==> src/rtl/xor_stream_parity.sv <==
// xor_stream_parity
// Streaming packet integrity folder. Accepts a packet of WIDTH-bit words on a
// valid/ready input, folds them into one XOR signature, a reduction parity bit
// (even or odd sense) and a saturating beat count, and presents the result on
// a valid/ready output until consumed.
//
// Optional feature macro: XOR_STREAM_ERR_EN
//   When defined, adds per-beat expected parity checking (in_parity) and a
//   sticky per-packet error flag (out_err).
//
// Ports:
//   clk         rising-edge clock
//   rst         synchronous active-high reset
//   in_valid    input beat valid
//   in_ready    block can accept a beat (registered, depends on state only)
//   in_data     input word
//   in_last     last beat of the packet
//   out_valid   packet result valid
//   out_ready   downstream accepts the result
//   out_xor     XOR of all packet words
//   out_parity  reduction parity of out_xor, XOR ODD
//   out_beats   number of beats in the packet, saturating
//   in_parity   per-beat expected parity      (XOR_STREAM_ERR_EN only)
//   out_err     parity mismatch seen in packet (XOR_STREAM_ERR_EN only)
module xor_stream_parity #(
  parameter int WIDTH = 8,
  parameter bit ODD   = 1'b0,
  parameter int CNT_W = 16
) (
  input  logic             clk,
  input  logic             rst,
  input  logic             in_valid,
  output logic             in_ready,
  input  logic [WIDTH-1:0] in_data,
  input  logic             in_last,
  output logic             out_valid,
  input  logic             out_ready,
  output logic [WIDTH-1:0] out_xor,
  output logic             out_parity,
  output logic [CNT_W-1:0] out_beats
`ifdef XOR_STREAM_ERR_EN
  ,
  input  logic             in_parity,
  output logic             out_err
`endif
);

  typedef enum logic [1:0] {
    IDLE  = 2'd0,
    ACCUM = 2'd1,
    HOLD  = 2'd2
  } state_t;

  localparam logic [CNT_W-1:0] CNT_MAX = {CNT_W{1'b1}};

  function automatic logic red_parity(input logic [WIDTH-1:0] d);
    return ^d;
  endfunction

  state_t             state_r;
  logic               in_ready_r;
  logic [WIDTH-1:0]   acc_r;
  logic [CNT_W-1:0]   cnt_r;
  logic               out_valid_r;
  logic [WIDTH-1:0]   out_xor_r;
  logic               out_parity_r;
  logic [CNT_W-1:0]   out_beats_r;

  logic               accept_s;
  logic               consume_s;
  logic               first_s;
  logic [WIDTH-1:0]   acc_nxt_s;
  logic [CNT_W-1:0]   cnt_nxt_s;

  assign accept_s  = in_valid && in_ready_r;
  assign consume_s = out_valid_r && out_ready;
  assign first_s   = (state_r == IDLE);

  // Next accumulator values for an accepted beat; the first beat loads rather than folds.
  always_comb begin
    acc_nxt_s = acc_r;
    cnt_nxt_s = cnt_r;
    if (first_s) begin
      acc_nxt_s = in_data;
      cnt_nxt_s = CNT_W'(1);
    end else begin
      acc_nxt_s = acc_r ^ in_data;
      cnt_nxt_s = (cnt_r == CNT_MAX) ? cnt_r : cnt_r + CNT_W'(1);
    end
  end

  // Packet FSM with accumulators and registered result outputs.
  always_ff @(posedge clk) begin
    if (rst) begin
      state_r      <= IDLE;
      in_ready_r   <= 1'b1;
      acc_r        <= '0;
      cnt_r        <= '0;
      out_valid_r  <= 1'b0;
      out_xor_r    <= '0;
      out_parity_r <= ODD;
      out_beats_r  <= '0;
    end else begin
      case (state_r)
        IDLE, ACCUM: begin
          if (accept_s) begin
            acc_r <= acc_nxt_s;
            cnt_r <= cnt_nxt_s;
            if (in_last) begin
              state_r      <= HOLD;
              in_ready_r   <= 1'b0;
              out_valid_r  <= 1'b1;
              out_xor_r    <= acc_nxt_s;
              out_parity_r <= red_parity(acc_nxt_s) ^ ODD;
              out_beats_r  <= cnt_nxt_s;
            end else begin
              state_r <= ACCUM;
            end
          end else begin
            state_r <= state_r;
          end
        end
        HOLD: begin
          if (consume_s) begin
            state_r      <= IDLE;
            in_ready_r   <= 1'b1;
            acc_r        <= '0;
            cnt_r        <= '0;
            out_valid_r  <= 1'b0;
            out_xor_r    <= '0;
            out_parity_r <= ODD;
            out_beats_r  <= '0;
          end else begin
            state_r <= HOLD;
          end
        end
        default: begin
          state_r     <= IDLE;
          in_ready_r  <= 1'b1;
          out_valid_r <= 1'b0;
        end
      endcase
    end
  end

  assign in_ready   = in_ready_r;
  assign out_valid  = out_valid_r;
  assign out_xor    = out_xor_r;
  assign out_parity = out_parity_r;
  assign out_beats  = out_beats_r;

`ifdef XOR_STREAM_ERR_EN
  logic err_r;
  logic out_err_r;
  logic err_nxt_s;

  // Sticky error update for an accepted beat; the first beat starts a fresh flag.
  always_comb begin
    err_nxt_s = err_r;
    if (first_s) begin
      err_nxt_s = ((red_parity(in_data) ^ ODD) != in_parity);
    end else begin
      err_nxt_s = err_r | ((red_parity(in_data) ^ ODD) != in_parity);
    end
  end

  // Error flag tracking alongside the packet FSM.
  always_ff @(posedge clk) begin
    if (rst) begin
      err_r     <= 1'b0;
      out_err_r <= 1'b0;
    end else if ((state_r != HOLD) && accept_s) begin
      err_r <= err_nxt_s;
      if (in_last) begin
        out_err_r <= err_nxt_s;
      end else begin
        out_err_r <= out_err_r;
      end
    end else if ((state_r == HOLD) && consume_s) begin
      err_r     <= 1'b0;
      out_err_r <= 1'b0;
    end else begin
      err_r     <= err_r;
      out_err_r <= out_err_r;
    end
  end

  assign out_err = out_err_r;
`endif

endmodule

==> config.mk <==
export PLATFORM = sky130hd
export DESIGN_NAME = xor_stream_parity
export DESIGN_NICKNAME = d
export VERILOG_FILES = /design/src/rtl/xor_stream_parity.sv
export SDC_FILE = /design/constraint.sdc
export NUM_CORES = 1
export LEC_CHECK = 0
export CORE_MARGIN = 2
export CORE_UTILIZATION = 49
export DETAILED_ROUTE_END_ITERATION = 6
export GPL_TIMING_DRIVEN = 0
export PLACE_DENSITY = 0.86
export SYNTH_ARGS = -nofsm -noshare
export SYNTH_HDL_FRONTEND = slang
export SYNTH_SLANG_ARGS = --single-unit
==> constraint.sdc <==
create_clock -name clk -period 1.68 [get_ports clk]
set_clock_uncertainty 0.05 [all_clocks]
set_input_delay 0.252 -clock clk [delete_from_list [all_inputs] [get_ports clk]]
set_output_delay 0.252 -clock clk [all_outputs]
set_load 0.01 [all_outputs]
==> reports/qor.txt, run 1 <==
register area share after synthesis: 38.44%
adder-cell area share of the yosys netlist: 0.4533%
final non-filler cell total: 462
crit path time final: 1720 ps
hold crit path type: in2reg
worst hold path stage count: 2
cell family with most CP delay: simple AND/OR/NAND/NOR gates
crit path capture type: register
deepest clock path buffer count: 2
crit-path cells: ha_4, and3_1, buf_6, o211ai_1, or4_1, a31oi_1
Most used DFF post-synth: dfxtp_1
FF+latch count, synth: 53
DIE WIDTH: 79.06 um
GRT Util Overall: 25.45%
Hold Vio Cnt, Final: 0
outcome: complete, but fails checks
unrepaired setup endpoints after global routing: yes
Layout Nets: 403
mux cell area share after synthesis: 1.269%
fmax: 581.4 MHz
Hold Crit Start: rst
CTS Sinks: 53
leakage power: 1.202 nW
Least-Margin Pin Slew: 752.3 ps
Routability Congestion: 0.9372
crit start category: register
die height: 79.06 um
area grow syn2layout: 33.14%
Initial Utilization: 50.43%
Worst EP arrival: 1890 ps
Tot Pwr: 0.002790 W
Syn Nets: 353
Vias/cell: 6.355
layout cells sized above 1: 21.79%
slowest CP cell: or4_1
hold slack: 310.0 ps
critical path peak fanout: 6
hold endpoint: cnt_r[5]
maximum vdd ir drop: 0.4198 mV
HPWL Detailed: 5196 um
Worst EP required: 1850 ps
Rows: 27
antenna-violating nets left: 0
Pwr Density: 759.2 nW/um2
CTS Buf Count: 5
first-pass GRT wire length: 12,760 um
Synth Area in Simple Gates: 23.98%
Bufs and invs on worst path: 1
share of the synthesized area in the top cell type: 38.44%
Core Util, Final: 67.15%
Core ar.: 5473 um2
vias: 2,936
Worst-path clk slew: 100 ps
worst reg2reg setup slack: -40 ps
Synth area leaders: dfxtp_1 38%, xnor2_1 8.3%, nand3_1 5.8%
cells after synthesis: 339
worst skew pair latency: 310 ps
H-tree depth: 2
routed len/inst: 18.04 um
Final Worst Setup Slack: -40.00 ps
worst reg2reg path startpoint: cnt_r[0]
I/O Buffers: 38
vias in the first global route: 2,681
largest family of logic cells by synthesized area: simple AND/OR/NAND/NOR gates
Overflow after GRT: 0
share of flip-flops with an asynchronous set or reset: 0%
R2R depth: 6
Synth Area in Compound Gates: 21.44%
synthesized area: 2760 um2
Post-synth EDFFs: 0
Max-cap violations: 0
fillcell total: 413
Avg Cell Area, Syn: 8.142 um2
relative slew slack: 49.85%
cell taking the most area after synthesis: dfxtp_1
final wirelength: 8333 um
Pre-Repair DR Iteration Count: 5
XOR/XNOR Fraction of Synth Area: 9.202%
violated checks: setup timing
dpl cells: 449
Yosys cell types: 50
die footprint: 6250 um2
largest net degree at the start of global routing: 17
initial DRC count: 393
r2r endpoint: cnt_r[8]
CTS tree: done
IO Count: 40
final worst-path cycle share: 102.4%
CP max stage delay: 430 ps
clk root buf: clkbuf_8
Setup CP Type: reg2reg
total number of yosys warnings: 0
Setup Viol. Count Final: 3
ANT cells: 0
initial antenna violation count: 0
Final Max Slew Viols: 0
DRC: 0
[through the flow]
stage          cell area, um2  setup slack [ps]  TNS (ps)
6_report                 3675            -40.00    -71.02
5_1_grt                  3675            -98.80    -720.9
4_1_cts                  3477            -49.43    -114.2
3_5_place_dp             3233            -603.4    -21460
3_3_place_gp             3233            -572.2    -21190
2_1_floorplan            2763             1.152         0
[worst max path at each step]
stage / slack [ps] / endpoint / startpoint / cells past startpoint
floorplan: 1 / cnt_r[8] / cnt_r[0] / 6
global placement: -570 / out_xor[5] / in_valid / 7
detailed placement: -600 / out_xor[1] / in_valid / 7
CTS: -50 / cnt_r[8] / cnt_r[1] / 6
global route: -100 / cnt_r[8] / cnt_r[0] / 6
finish: -40 / cnt_r[8] / cnt_r[0] / 6
[state kept, by name (all words and copies together) (netlist names)]
signal / cells
out_beats: 16
out_parity: 1
out_valid: 1
in_ready: 1
state_r: 2
out_xor: 8
cnt_r: 16
acc_r: 8
[per-layer routing]
layer / global-route usage (%) / part of all wire (%) / routed length [um]
met4: 10.00 / 3.4 / 287
met5: 0 / 0 / 0
met2: 40.51 / 47 / 3906
met1: 34.14 / 41 / 3384
met3: 4.773 / 9.0 / 754
[worst register-to-register path, stage by stage (launching register included)]
cell and delay [ps]:
dfxtp_4 390, ha_4 170, and3_1 180, buf_6 130, o211ai_1 130, or4_1 430, a31oi_1 160
[logic make-up (layout without fill, tap and decap cells)]
| group | Yosys count | in the layout |
|---|---|---|
| AOI/OAI and AO/OA | 91 | 91 |
| adders and majority gates | 1 | 1 |
| and+or+nand+nor | 132 | 132 |
| DFF | 53 | 53 |
| muxes | 3 | 3 |
| buffers and inverters | 30 | 81 |
| xor gates and xnor gates | 29 | 29 |
[power breakdown]
group	switching (W)	internal (W)
Combinational	0.000310	0.000224
Sequential	0.0000445	0.00129
Clock	0.000438	0.000485
Total	0.000792	0.00200
[timing repair]
| action | CTS | global route |
|---|---|---|
| gates resized for setup | 40 | 54 |
| pin swaps | 4 | 18 |
| setup buffers | 3 | 7 |
| hold buffers | 0 | 0 |
| endpoints found under the setup margin | 44 | 50 |
[layout make-up]
cell class	instances	area [um2]	share of cell area (%)
multi-input cells	256	1757	47.80
flip-flops and latches	53	1097	29.86
repair buffers	48	457.9	12.46
plain buffers	21	136.4	3.711
well taps	72	90.09	2.451
clock buffers	6	82.58	2.247
clock inverters	2	37.54	1.021
inverters	4	16.27	0.4426
[cell usage in the layout (no fill, tap or decap), types with 3 or more instances in the layout]
cell type,netlist,routed
dfxtp_1,53,40
clkdlybuf4s50_1,0,37
nand2_1,33,32
nand3_1,32,28
xnor2_1,26,26
nor2_1,27,24
a21oi_1,24,23
o21ai_0,22,17
buf_4,3,15
a22oi_1,8,8
dfxtp_4,0,8
clkbuf_1,12,7
and3_1,10,6
nand4_1,6,6
clkbuf_8,0,6
o211ai_1,5,5
o2bb2ai_1,5,5
dfxtp_2,0,5
and3_4,0,4
buf_6,1,4
nand3_2,0,4
a31oi_1,5,4
xor2_1,3,3
inv_1,3,3
nor3_4,0,3
clkbuf_2,2,3
o31ai_1,3,3
o21ai_1,0,3
nor4_1,3,3
[synth_stat cells, types with 3 or more instances]
library cell  count
and4_1            3
dfxtp_1          53
buf_2             8
nand3_1          32
nor3_1            6
a21oi_1          24
xor2_1            3
a31oi_1           5
o211ai_1          5
buf_4             3
nor4_1            3
xnor2_1          26
a22oi_1           8
and3_1           10
nand4_1           6
o2bb2ai_1         5
nor2_1           27
o31ai_1           3
clkbuf_1         12
inv_1             3
o21ai_0          22
a211oi_1          3
nand2_1          33
No activity file was read; power rests on OpenSTA's default activity.
==> inputs of run 2 (changes only) <==
--- a/config.mk
+++ b/config.mk
@@ -8,6 +8,7 @@
 export CORE_MARGIN = 2
 export CORE_UTILIZATION = 49
 export DETAILED_ROUTE_END_ITERATION = 6
+export GPL_ROUTABILITY_DRIVEN = 0
 export GPL_TIMING_DRIVEN = 0
 export PLACE_DENSITY = 0.86
 export SYNTH_ARGS = -nofsm -noshare
==> reports/qor.txt, run 2 (synthesized netlist as in run 1, its figures left out) <==
register share of total power: 51.6%
first-pass GRT wire length: 12,360 um
layout cells sized above 1: 21.01%
DRC: 0
Vias/cell: 6.471
dpl ws: -585.0 ps
Least-Margin Pin Slew: 632.0 ps
final instance area: 3666 um2
fmax: 546.4 MHz
P_int: 0.001815 W
leakage power: 1.227 nW
die footprint: 6250 um2
crit path capture type: register
initial DRC count: 449
Setup CP Type: reg2reg
routed len/inst: 18.44 um
hold crit path type: in2reg
largest net degree at the start of global routing: 15
antenna-violating nets left: 0
deepest clock path buffer count: 2
CTS Sinks: 53
GRT Util Overall: 24.72%
Worst EP arrival: 2010 ps
hold slack: 291.7 ps
Hold Vio Cnt, Final: 0
vias in the first global route: 2,618
critical path peak fanout: 6
clk root buf: clkbuf_8
Clk network pwr share: 27.8%
crit path time final: 1830 ps
Layout Nets: 408
final wirelength: 8612 um
IO Count: 40
crit start category: register
Overflow after GRT: 0
worst skew pair latency: 310 ps
maximum vdd ir drop: 0.3655 mV
I/O Buffers: 38
H-tree depth: 2
Final Max Slew Viols: 0
Psw: 0.0007731 W
Logic pwr share: 20.6%
Worst EP required: 1860 ps
worst reg2reg setup slack: -150 ps
area grow syn2layout: 32.82%
switch share: 29.87%
Final Worst Setup Slack: -150.1 ps
most common cell after layout, fill and taps aside: dfxtp_1
CTS tree: done
Tot Pwr: 0.002588 W
DIE WIDTH: 79.06 um
Worst-path clk slew: 100 ps
Pre-Repair DR Iteration Count: 6
DP Area: 3233 um2
HPWL Detailed: 5049 um
violated checks: setup timing
CTS Buf Count: 5
ANT cells: 0
most frequent cells in the layout: 40 x dfxtp_1, 37 x clkdlybuf4s50_1, 32 x nand2_1
die height: 79.06 um
unrepaired setup endpoints after global routing: yes
Core ar.: 5473 um2
Setup Viol. Count Final: 8
Max-cap violations: 0
outcome: complete, but fails checks
relative slew slack: 57.87%
Initial Utilization: 50.43%
initial antenna violation count: 0
Rows: 27
final worst-path cycle share: 108.9%
Pwr Density: 706.0 nW/um2
vias: 3,022
-- run 2: repair_timing --
item | CTS | global route
gates resized for setup | 41 | 53
gates cloned | 1 | 0
endpoints found under the setup margin | 45 | 43
setup buffers | 3 | 11
hold buffers | 0 | 0
pin swaps | 3 | 13
endpoints found under the hold margin | 0 | 0
-- run 2: worst max-delay path, cell delays in order, from the launching register on --
cell     delay (ps)
dfxtp_4         390
ha_4            180
nand3_2         140
nor3_4          400
and3_1          260
o21ai_0         100
a31oi_1         220
-- run 2: layer usage --
metal	GRT usage (%)	share of wire [%]	up-vias
li1	-	-	1340
met1	32.79	39	1372
met2	40.00	47	251
met3	3.409	10	59
met4	11.21	4.7	0
met5	0	0	-
-- run 2: final cells by class --
class / count / area (um2)
fillers: 420 / 1807
multi-input cells: 256 / 1738
plain buffers: 21 / 141.4
inverters: 4 / 16.27
repair buffers: 53 / 503.0
flip-flops and latches: 53 / 1097
clock buffers: 8 / 80.08
well taps: 72 / 90.09
-- run 2: final timing paths --
path | from | endpoint | depth (start not counted)
hold / removal | rst | cnt_r[5] | 2
setup reg to reg | cnt_r[0] | out_beats[0] | 6
hold reg to reg | out_beats[3] | out_beats[3] | 2
setup / recovery | cnt_r[0] | out_beats[0] | 6
-- run 2: stage by stage --
stage,instances,TNS [ps],utilization (%)
finish,467,-384.0,66.99
global route,467,-1255,66.99
CTS,458,-51.12,63.10
detailed placement,449,-21410,59.08
global placement,449,-20970,59.08
floorplan,339,0,-
-- run 2: power by group through the flow --
| stage | clock network (W) | registers, W | logic, W |
|---|---|---|---|
| 2_1_floorplan | 0 | 0.00137 | 0.000281 |
| 3_3_place_gp | 0 | 0.00136 | 0.000444 |
| 3_5_place_dp | 0 | 0.00137 | 0.000452 |
| 4_1_cts | 0.000707 | 0.00134 | 0.000482 |
| 5_1_grt | 0.000751 | 0.00134 | 0.000569 |
| 6_report | 0.000720 | 0.00133 | 0.000533 |
==> inputs of run 3 (changes only) <==
--- a/config.mk
+++ b/config.mk
@@ -6,11 +6,11 @@
 export NUM_CORES = 1
 export LEC_CHECK = 0
 export CORE_MARGIN = 2
-export CORE_UTILIZATION = 49
+export CORE_UTILIZATION = 54
 export DETAILED_ROUTE_END_ITERATION = 6
 export GPL_ROUTABILITY_DRIVEN = 0
 export GPL_TIMING_DRIVEN = 0
-export PLACE_DENSITY = 0.86
+export PLACE_DENSITY = 0.89
 export SYNTH_ARGS = -nofsm -noshare
 export SYNTH_HDL_FRONTEND = slang
 export SYNTH_SLANG_ARGS = --single-unit
==> constraint.sdc (replaced) <==
create_clock -name clk -period 1.9 [get_ports clk]
set_clock_uncertainty 0.05 [all_clocks]
set_input_delay 0.285 -clock clk [delete_from_list [all_inputs] [get_ports clk]]
set_output_delay 0.285 -clock clk [all_outputs]
set_load 0.01 [all_outputs]
==> reports/qor.txt, run 3 (synthesized netlist as in run 1, its figures left out) <==
fmax: 546.8 MHz
leakage power: 1.130 nW
initial antenna violation count: 0
IO Count: 40
die footprint: 5700 um2
Vias/cell: 6.323
antenna-violating nets left: 0
Worst EP required: 2100 ps
met1 WL: 3231 um
worst reg2reg setup slack: 70 ps
worst hold path stage count: 2
layout cells sized above 1: 11.43%
Max-cap violations: 0
vias: 2,877
worst reg2reg path startpoint: cnt_r[1]
CP max stage delay: 440 ps
area grow syn2layout: 23.03%
hold endpoint: cnt_r[5]
maximum vdd ir drop: 0.4969 mV
Tot Pwr: 0.002294 W
critical path peak fanout: 6
crit-path cells: ha_4, and3_1, buf_2, o211ai_1, or4_1, a31oi_1
Pwr Density: 675.6 nW/um2
final worst-path cycle share: 96.25%
HPWL Detailed: 5224 um
Hold Vio Cnt, Final: 0
Final Max Slew Viols: 0
clk root buf: clkbuf_8
Pre-Repair DR Iteration Count: 5
ANT cells: 0
crit path capture type: register
CTS Buf Count: 5
worst skew pair latency: 330 ps
final instance area: 3396 um2
Overflow after GRT: 0
Hold Crit Start: rst
routed len/inst: 16.82 um
final wirelength: 7652 um
Worst-path clk slew: 100 ps
Bufs and invs on worst path: 1
vias in the first global route: 2,575
fillcell total: 402
I/O Buffers: 38
Worst EP arrival: 2030 ps
Layout Nets: 398
R2R depth: 6
deepest clock path buffer count: 2
DP Area: 3228 um2
Core ar.: 5010 um2
Least-Margin Pin Slew: 600.8 ps
dpl ws: -413.1 ps
largest net degree at the start of global routing: 18
Rows: 26
hold crit path type: in2reg
most common cell after layout, fill and taps aside: dfxtp_1
Setup Viol. Count Final: 0
H-tree depth: 2
cell family with most CP delay: simple AND/OR/NAND/NOR gates
routed length on met3: 607 um
most frequent cells in the layout: 49 x dfxtp_1, 38 x clkdlybuf4s50_1, 33 x nand2_1
CTS tree: done
uppermost layer routed: met4
Setup CP Type: reg2reg
DRC: 0
Initial Utilization: 55.09%
relative slew slack: 59.95%
Final Worst Setup Slack: 71.18 ps
outcome: completed
die height: 75.50 um
first-pass GRT wire length: 11,850 um
crit path time final: 1829 ps
crit start category: register
CTS Sinks: 53
slowest CP cell: or4_1
DR WL met2: 3574 um
GRT Util Overall: 27.23%
DIE WIDTH: 75.50 um
initial DRC count: 337
r2r endpoint: cnt_r[8]
[run 3: layout make-up]
class                   instances  area [um2]  share of cell area (%)
clock buffers                   5       68.82                   2.027
inverters                       4       18.77                  0.5527
plain buffers                  25       137.6                   4.053
flip-flops and latches         53        1069                   31.47
multi-input cells             256        1605                   47.27
clock inverters                 3       21.27                  0.6264
well taps                      70       87.58                   2.579
repair buffers                 39       387.9                   11.42
[run 3: how the worst max path moves through the flow]
stage / end / from / depth (start not counted) / slack, ps
floorplan: cnt_r[8] / cnt_r[0] / 6 / 220
detailed placement: out_xor[1] / in_valid / 7 / -410
finish: cnt_r[8] / cnt_r[1] / 6 / 70
CTS: out_beats[12] / in_valid / 7 / 10
global route: cnt_r[5] / in_valid / 7 / -20
global placement: out_xor[4] / in_valid / 7 / -410
[run 3: timing repair]
action	in CTS	in global routing
gates resized for setup	7	17
hold buffers	0	0
pin swaps	0	2
endpoints found under the setup margin	25	39
setup buffers	0	1
[run 3: where the power goes]
part | internal (W) | total (W) | switching (W)
Clock | 0.000263 | 0.000676 | 0.000413
Sequential | 0.00115 | 0.00119 | 0.0000378
Combinational | 0.000176 | 0.000432 | 0.000256
[run 3: metrics by stage]
step / hold slack (ps) / utilization, % / TNS, ps / instances
2_1_floorplan: 386.9 / - / 0 / 339
3_3_place_gp: 392.8 / 64.44 / -12060 / 447
3_5_place_dp: 400.2 / 64.44 / -12200 / 447
4_1_cts: 372.4 / 66.58 / 0 / 455
5_1_grt: 418.0 / 67.78 / -56.50 / 455
6_report: 365.5 / 67.78 / 0 / 455
[run 3: per-layer routing]
metal	vias to the layer above	global-route usage [%]
met5	-	0
met4	0	11.50
met2	171	44.73
li1	1326	-
met1	1353	35.61
met3	27	4.365
==> patch (settings of run 2) <==
Set the parameter `ODD` to 1'b1 (it was 1'b0).
--- a/src/rtl/xor_stream_parity.sv
+++ b/src/rtl/xor_stream_parity.sv
@@ -24,7 +24,7 @@
 //   out_err     parity mismatch seen in packet (XOR_STREAM_ERR_EN only)
 module xor_stream_parity #(
   parameter int WIDTH = 8,
-  parameter bit ODD   = 1'b0,
+  parameter bit ODD   = 1'b1,
   parameter int CNT_W = 16
 ) (
   input  logic             clk,
Check against the original RTL: not equivalent (Yosys sat finds a counterexample within 4 cycles, from zero or initial values and one cycle with rst high).
==> patch against run 2 <==
- the run ends with DRC, setup timing left
- worst setup slack worse by 0.14 ns
- power is 9.8% higher
- critical path type unchanged
- sequential share of layout area fell by 4.5 points
- largest power group unchanged
- sequential cell count is the same
- routed wire length up 41%
- synthesized area rose by 2.4%
- highest routed layer unchanged
- cell area is 17% higher
==> patch: results (changes against run 2) <==
Worst setup path
  • CP max FO: 7 (+1)
  • CP peak stage delay: 0.53 ns (+0.13 ns)
  • Slowest library cell on the worst path: dfxtp_1

Global routing
  • GR Util All Layers: 31.2% (+6.5 points)
  • First-pass GRT wire length: 15200 um (+23%)

Outcome
  • Violated checks: DRC, setup timing
  • Status: finished, violations left

Synthesis
  • Top post-synthesis cells by area: dfxtp_1 38%, xnor2_1 5.6%, nand2_1 3.9%
  • Synth top cells by count: 53 x dfxtp_1, 29 x nand2_1, 29 x nor2_1, 18 x xnor2_1, 17 x a21oi_1
  • Post-synthesis sequential area ratio: 37.6% (-0.89 points)
  • Average size of a mapped cell: 8.54 um^2 (+4.8%)
  • Xor and xnor area share after synthesis: 9.96% (+0.76 points)
  • Mux contribution to synthesized area: 2.70% (+1.4 points)

Pwr
  • LEAKAGE: 1.58 nW (+29%)
  • Clock group share of total power: 25.9% (-1.9 points)
  • Sw frac: 31.2% (+1.3 points)

Detailed routing
  • DRT iter0 DRCs: 785 (+75%)
  • # DRC: 3 (+3)
  • Vias after detailed routing: 3373 (+12%)
  • Final wirelength: 12100 um (+41%)

Timing
  • Setup violators final: 43 (+35)
  • Worst slew pin tran: 0.685 ns (+0.0526 ns)
  • Final setup margin: -0.290 ns (-0.140 ns)

Clock network
  • Gates resized, CTS repair: 78 (+90%)

Final layout
  • Non-Filler Instances: 490 (+4.9%)
  • Area occupied by multi-input gates: 2010 um^2 (+16%)

Placement
  • Setup WS pre-CTS: -0.635 ns (-0.0498 ns)
## patch: changes by cell type after synthesis, sizes merged, moves of 4 or more
cell     change
a22oi        +4
o2bb2ai      +5
xnor2        -8
a21oi        -7
o31ai        -5
and3         -8
xor2         +6
nand3       -16
## patch: final timing paths
check / startpoint / end / cells after the start / slack, ns
setup / recovery: cnt_r[14] / cnt_r[1] / 6 / -0.29
hold / removal: in_data[1] / acc_r[1] / 3 / 0.24
setup reg to reg: cnt_r[14] / cnt_r[1] / 6 / -0.29
hold reg to reg: out_beats[0] / out_beats[0] / 2 / 0.41
## patch: final cells by class
cell class                 instances  area share (%)
buffer                            21            4.16
sequential                        53            25.5
timing repair buffer              87            19.3
tap                               72            2.09
clock buffer                       7            1.77
inverter                           3           0.262
clock inverter                     1           0.174
multi-input combinational        246            46.8
## patch: layer usage
| metal | track usage, % | wire (um) |
|---|---|---|
| met1 | 37.0 | 4170 |
| met2 | 53.0 | 5580 |
| met3 | 6.56 | 1440 |
| met4 | 15.9 | 955 |
| met5 | 0 | 0 |
